### config.mk
export PLATFORM = sky130hd
export DESIGN_NAME = repl_req_arbiter
export DESIGN_NICKNAME = d
export VERILOG_FILES = /design/src/rtl/repl_req_arbiter.sv
export SDC_FILE = /design/constraint.sdc
export NUM_CORES = 1
export LEC_CHECK = 0
export BUFFER_PORTS_ARGS = -buffer_cell sky130_fd_sc_hd__buf_2
export CORE_MARGIN = 5
export CORE_UTILIZATION = 35
export CTS_BUF_LIST = sky130_fd_sc_hd__clkbuf_16
export DETAILED_ROUTE_END_ITERATION = 8
export GPL_TIMING_DRIVEN = 0
export PLACE_DENSITY = 0.73
export SLEW_MARGIN = 40
export SYNTH_ARGS = -nofsm -noshare
export SYNTH_HDL_FRONTEND = slang
export SYNTH_SLANG_ARGS = --single-unit
export TNS_END_PERCENT = 100
### constraint.sdc
create_clock -name clk -period 5.7 [get_ports clk]
set_clock_uncertainty 0.15 [all_clocks]
set_input_delay 1.14 -clock clk [delete_from_list [all_inputs] [get_ports clk]]
set_output_delay 1.14 -clock clk [all_outputs]
set_load 0.005 [all_outputs]
### src/rtl/repl_req_arbiter.sv
// Round-robin arbiter sharing one DRRIP replacement engine between NUM_REQ lookup ports.
// Optional saturating perf counters are compiled in when REPL_ARB_PERF_EN is defined.
module repl_req_arbiter #(
  parameter int NUM_REQ         = 4,
  parameter int SET_INDEX_WIDTH = 7,
  parameter int WAY_BITS        = 4,
  parameter int TIMEOUT_CYCLES  = 64,
  localparam int ID_W           = $clog2(NUM_REQ)
) (
  input  logic                               clk,
  input  logic                               rst,
  input  logic [NUM_REQ-1:0]                 req_valid,
  output logic [NUM_REQ-1:0]                 req_ready,
  input  logic [NUM_REQ*SET_INDEX_WIDTH-1:0] req_set,
  input  logic [NUM_REQ*WAY_BITS-1:0]        req_way,
  input  logic [NUM_REQ-1:0]                 req_hit,
  output logic                               resp_valid,
  output logic [ID_W-1:0]                    resp_id,
  output logic [WAY_BITS-1:0]                resp_way,
  output logic                               resp_err,
  output logic                               eng_valid,
  output logic                               eng_hit,
  output logic                               eng_miss,
  output logic [SET_INDEX_WIDTH-1:0]         eng_set_index,
  output logic [WAY_BITS-1:0]                eng_access_way,
  input  logic [WAY_BITS-1:0]                eng_victim_way,
`ifdef REPL_ARB_PERF_EN
  output logic [15:0]                        perf_hits,
  output logic [15:0]                        perf_misses,
  output logic [15:0]                        perf_timeouts,
`endif
  input  logic                               eng_victim_ready
);

  typedef enum logic [1:0] {IDLE, HIT_ISSUE, MISS_WAIT, RESP} state_t;

  localparam logic [7:0]    TIMEOUT_LAST = 8'(TIMEOUT_CYCLES - 1);
  localparam logic [ID_W:0] NUM_REQ_W    = (ID_W+1)'(NUM_REQ);
  localparam logic [ID_W-1:0] LAST_ID    = ID_W'(NUM_REQ - 1);

  state_t                     state_q, state_d;
  logic [ID_W-1:0]            rr_ptr_q, rr_ptr_d;
  logic [ID_W-1:0]            id_q, id_d;
  logic [SET_INDEX_WIDTH-1:0] set_q, set_d;
  logic [WAY_BITS-1:0]        way_q, way_d;
  logic [WAY_BITS-1:0]        victim_q, victim_d;
  logic                       err_q, err_d;
  logic [7:0]                 cnt_q, cnt_d;

  logic                       grant_found;
  logic [ID_W-1:0]            grant_id;

  // Scan requesters starting at rr_ptr_q and pick the first one asserting valid.
  always_comb begin
    grant_found = 1'b0;
    grant_id    = '0;
    for (int k = 0; k < NUM_REQ; k++) begin
      logic [ID_W:0] sum;
      logic [ID_W-1:0] idx;
      sum = {1'b0, rr_ptr_q} + (ID_W+1)'(k);
      idx = (sum >= NUM_REQ_W) ? ID_W'(sum - NUM_REQ_W) : ID_W'(sum);
      if (!grant_found && req_valid[idx]) begin
        grant_found = 1'b1;
        grant_id    = idx;
      end
    end
  end

  assign req_ready = (state_q == IDLE && grant_found) ? (NUM_REQ'(1) << grant_id) : '0;

  always_ff @(posedge clk) begin
    if (rst) begin
      state_q  <= IDLE;
      rr_ptr_q <= '0;
      id_q     <= '0;
      set_q    <= '0;
      way_q    <= '0;
      victim_q <= '0;
      err_q    <= 1'b0;
      cnt_q    <= '0;
    end else begin
      state_q  <= state_d;
      rr_ptr_q <= rr_ptr_d;
      id_q     <= id_d;
      set_q    <= set_d;
      way_q    <= way_d;
      victim_q <= victim_d;
      err_q    <= err_d;
      cnt_q    <= cnt_d;
    end
  end

  // In MISS_WAIT the engine strobes drop in the same cycle ready pulses, so a miss
  // can never trigger a second victim search or PSEL update.
  always_comb begin
    state_d        = state_q;
    rr_ptr_d       = rr_ptr_q;
    id_d           = id_q;
    set_d          = set_q;
    way_d          = way_q;
    victim_d       = victim_q;
    err_d          = err_q;
    cnt_d          = cnt_q;
    eng_valid      = 1'b0;
    eng_hit        = 1'b0;
    eng_miss       = 1'b0;
    eng_set_index  = set_q;
    eng_access_way = way_q;
    resp_valid     = 1'b0;
    resp_id        = '0;
    resp_way       = '0;
    resp_err       = 1'b0;
    case (state_q)
      IDLE: begin
        eng_set_index  = '0;
        eng_access_way = '0;
        if (grant_found) begin
          id_d     = grant_id;
          set_d    = req_set[int'(grant_id)*SET_INDEX_WIDTH +: SET_INDEX_WIDTH];
          way_d    = req_way[int'(grant_id)*WAY_BITS +: WAY_BITS];
          rr_ptr_d = (grant_id == LAST_ID) ? '0 : grant_id + ID_W'(1);
          cnt_d    = '0;
          state_d  = req_hit[grant_id] ? HIT_ISSUE : MISS_WAIT;
        end
      end
      HIT_ISSUE: begin
        eng_valid = 1'b1;
        eng_hit   = 1'b1;
        state_d   = IDLE;
      end
      MISS_WAIT: begin
        cnt_d = cnt_q + 8'd1;
        if (eng_victim_ready) begin
          victim_d = eng_victim_way;
          err_d    = 1'b0;
          state_d  = RESP;
        end else if (cnt_q == TIMEOUT_LAST) begin
          victim_d = '0;
          err_d    = 1'b1;
          state_d  = RESP;
        end else begin
          eng_valid = 1'b1;
          eng_miss  = 1'b1;
        end
      end
      RESP: begin
        resp_valid = 1'b1;
        resp_id    = id_q;
        resp_way   = victim_q;
        resp_err   = err_q;
        state_d    = IDLE;
      end
      default: state_d = IDLE;
    endcase
  end

`ifdef REPL_ARB_PERF_EN
  logic [15:0] perf_hits_q, perf_misses_q, perf_timeouts_q;
  logic        acc_hit, acc_miss, abort_to;

  assign acc_hit  = (state_q == IDLE) && grant_found && req_hit[grant_id];
  assign acc_miss = (state_q == IDLE) && grant_found && !req_hit[grant_id];
  assign abort_to = (state_q == MISS_WAIT) && !eng_victim_ready && (cnt_q == TIMEOUT_LAST);

  // Event counters stick at all-ones instead of wrapping.
  always_ff @(posedge clk) begin
    if (rst) begin
      perf_hits_q     <= '0;
      perf_misses_q   <= '0;
      perf_timeouts_q <= '0;
    end else begin
      if (acc_hit && perf_hits_q != 16'hFFFF)
        perf_hits_q <= perf_hits_q + 16'd1;
      if (acc_miss && perf_misses_q != 16'hFFFF)
        perf_misses_q <= perf_misses_q + 16'd1;
      if (abort_to && perf_timeouts_q != 16'hFFFF)
        perf_timeouts_q <= perf_timeouts_q + 16'd1;
    end
  end

  assign perf_hits     = perf_hits_q;
  assign perf_misses   = perf_misses_q;
  assign perf_timeouts = perf_timeouts_q;
`endif

endmodule
==> flow_summary.json <==
{
  "post_cts_resized": 0,
  "power_density_nw_per_um2": 375,
  "worstSetupEndpointType": "output port",
  "antenna_found_initial": 0,
  "io_buffer_count": 84,
  "final_common_cell": "buf_2",
  "totalPowerFinal_uw": 968,
  "path_depth": 8,
  "route.detailed.drc": 0,
  "globalplace.congestion": 0.820,
  "ant_nets": 0,
  "drtIter0Drc": 62,
  "timing.final.max_slew_violations": 0,
  "cp.arrival_ns": 2.50,
  "hold_class": "register to register",
  "hold_depth": 1,
  "antennaDiodeCount": 0,
  "seq_area_um2": 601,
  "ir_worst_vdd_uv": 188,
  "vias": 1783,
  "placedCellCount": 364,
  "pin_count": 85,
  "start_util_pct": 35.5,
  "row_count": 27,
  "cp_num_buf_inv": 4,
  "hold_viol_final": 0,
  "r2r.worst_path.cells": 7,
  "holdBufCountCts": 0,
  "setup_viol": 0,
  "max-slew-margin-rel_pct": 64.1,
  "tns_ns": 0,
  "die_w_um": 84.3,
  "htree_levels": 2,
  "cts_tree": "built",
  "wl_um": 4910,
  "clock-sinks": 30,
  "grt_pass1_vias": 1874,
  "period_minus_slack_ns": 3.79,
  "path_delay_family": "buffers and inverters",
  "fmax_mhz": 264,
  "cp_slowest_cell": "o31ai_2",
  "dr.pass1.iters": 4,
  "die-area_um2": 7100,
  "required_ns": 4.41,
  "worst_pin_slew_ns": 0.532,
  "syn-num-nets": 273,
  "crit_fanout": 10,
  "status": "finished, final reports clean",
  "fin_crit_sh_pct": 66.5,
  "multi_input_area_um2": 1220,
  "path_clk_slew_ns": 0.05,
  "final_nets": 364,
  "ys_types": 45,
  "grt_pass1_wl_um": 8370,
  "critPathMaxStageDelay_ns": 0.25,
  "dp_hpwl_um": 4000,
  "cts_setup_buffers": 0,
  "yosysWarnings": 0,
  "wl_per_cell_um": 13.2,
  "core_area_um2": 5440,
  "grtUsageTotal_pct": 14.7,
  "ys_seq_elements": 30,
  "fillers": 532,
  "netlist_instances": 208,
  "power.leakage_nw": 1.27,
  "synth_edf_count": 0,
  "rsz0062_at_grt": "no",
  "insertion_delay_ns": 0.27,
  "async_flop_share_pct": 0,
  "yosysSeqAreaShare_pct": 31.1,
  "die_h_um": 84.3,
  "grt_max_degree": 11,
  "cts_buffers": 5,
  "layout_common_cells": "buf_2, dfxtp_1, mux2i_1",
  "finalNonFillerCells": 372,
  "cts-root-buf": "clkbuf_16",
  "cap_viol_max_count": 0,
  "drt-vias-per-instance": 4.79,
  "layout-drive-gt1-share_pct": 37.0,
  "overflow": 0,
  "clockBufferDepth": 2,
  "start_kind": "input pin",
  "synth_ff_type": "dfxtp_1",
  "synth_area_per_cell_um2": 9.28,
  "synthToLayoutAreaGrowth_pct": 33.6,
  "syn_area_um2": 1930,
  "worstSetupPathType": "input pin to output port",
  "crit_chain": "buf_2 -> nor2b_1 -> o31ai_2 -> buf_6 -> buf_6 -> nand3_1 -> nor2_1 -> buf_2"
}
==> sequential cells by signal (all words and copies together) (netlist names) <==
name and count:
state_q 2, err_q 1, set_q 7, victim_q 4, way_q 4, id_q 2, rr_ptr_q 2, cnt_q 8
==> cell families after synthesis <==
family                   after synthesis  share of synthesized area [%]
buffers and inverters                 16                           5.57
AO/OA/AOI/OAI                         51                           20.1
multiplexers                          31                           16.8
flip-flops                            30                           31.1
XOR/XNOR                               4                           1.81
adder cells (fa/ha/maj)                6                           3.89
AND/OR/NAND/NOR                       70                           20.7
==> routing by layer <==
layer	GRT usage [%]	part of all wire, %	vias to the layer above
li1	-	-	927
met1	16.1	39	769
met2	24.4	47	79
met3	6.08	11	8
met4	7.75	2.7	0
met5	0	0	-
==> path summary, 6_finish.rpt <==
kind	endpoint	slack (ns)	from
hold / removal	set_q[1]	0.29	set_q[1]
setup reg to reg	state_q[1]	3.65	cnt_q[0]
hold reg to reg	set_q[1]	0.29	set_q[1]
setup / recovery	req_ready[3]	1.91	req_valid[0]
==> report_power, final <==
group          switching (mW)  leakage (nW)  internal [mW]
clock                  0.0865        0.0724          0.157
combinational           0.227         0.953          0.208
sequential             0.0295         0.246          0.260
==> cells in the mapped netlist, types with 2 or more instances <==
cell | count | area (um^2)
dfxtp_1 | 30 | 601
mux2i_1 | 29 | 290
nor2_1 | 21 | 78.8
nor2b_1 | 14 | 87.6
a21o_1 | 12 | 90.1
o22ai_1 | 11 | 68.8
nand2_1 | 9 | 33.8
and2_1 | 8 | 50.1
a21oi_1 | 7 | 35.0
ha_1 | 6 | 75.1
a32oi_1 | 5 | 43.8
inv_1 | 5 | 18.8
clkbuf_1 | 4 | 15.0
buf_6 | 3 | 33.8
nand3_1 | 3 | 15.0
o21ai_0 | 3 | 15.0
a22oi_1 | 2 | 15.0
buf_2 | 2 | 10.0
buf_8 | 2 | 30.0
nand2_4 | 2 | 22.5
nor3_1 | 2 | 10.0
o21a_1 | 2 | 15.0
o21ai_1 | 2 | 10.0
xnor2_1 | 2 | 17.5
xor2_1 | 2 | 17.5
==> per-stage QoR <==
stage	instance area [um^2]	hold slack (ns)	utilization, %	setup slack, ns
finish	2580	0.289	47.4	1.91
floorplan	1930	0.268	-	2.31
global placement	2440	0.276	44.9	1.90
global route	2580	0.309	47.4	1.82
detailed placement	2440	0.281	44.9	1.89
CTS	2580	0.293	47.4	1.88
==> cell type report <==
| type | instances | share of cell area, % |
|---|---|---|
| Tap cell | 72 | 3.49 |
| Inverter | 5 | 0.728 |
| Buffer | 11 | 3.44 |
| Timing Repair Buffer | 84 | 16.3 |
| Sequential cell | 30 | 23.3 |
| Clock inverter | 3 | 0.485 |
| Clock buffer | 5 | 4.85 |
| Multi-Input combinational cell | 162 | 47.4 |
Note: power is estimated with default switching activity, not from simulation.
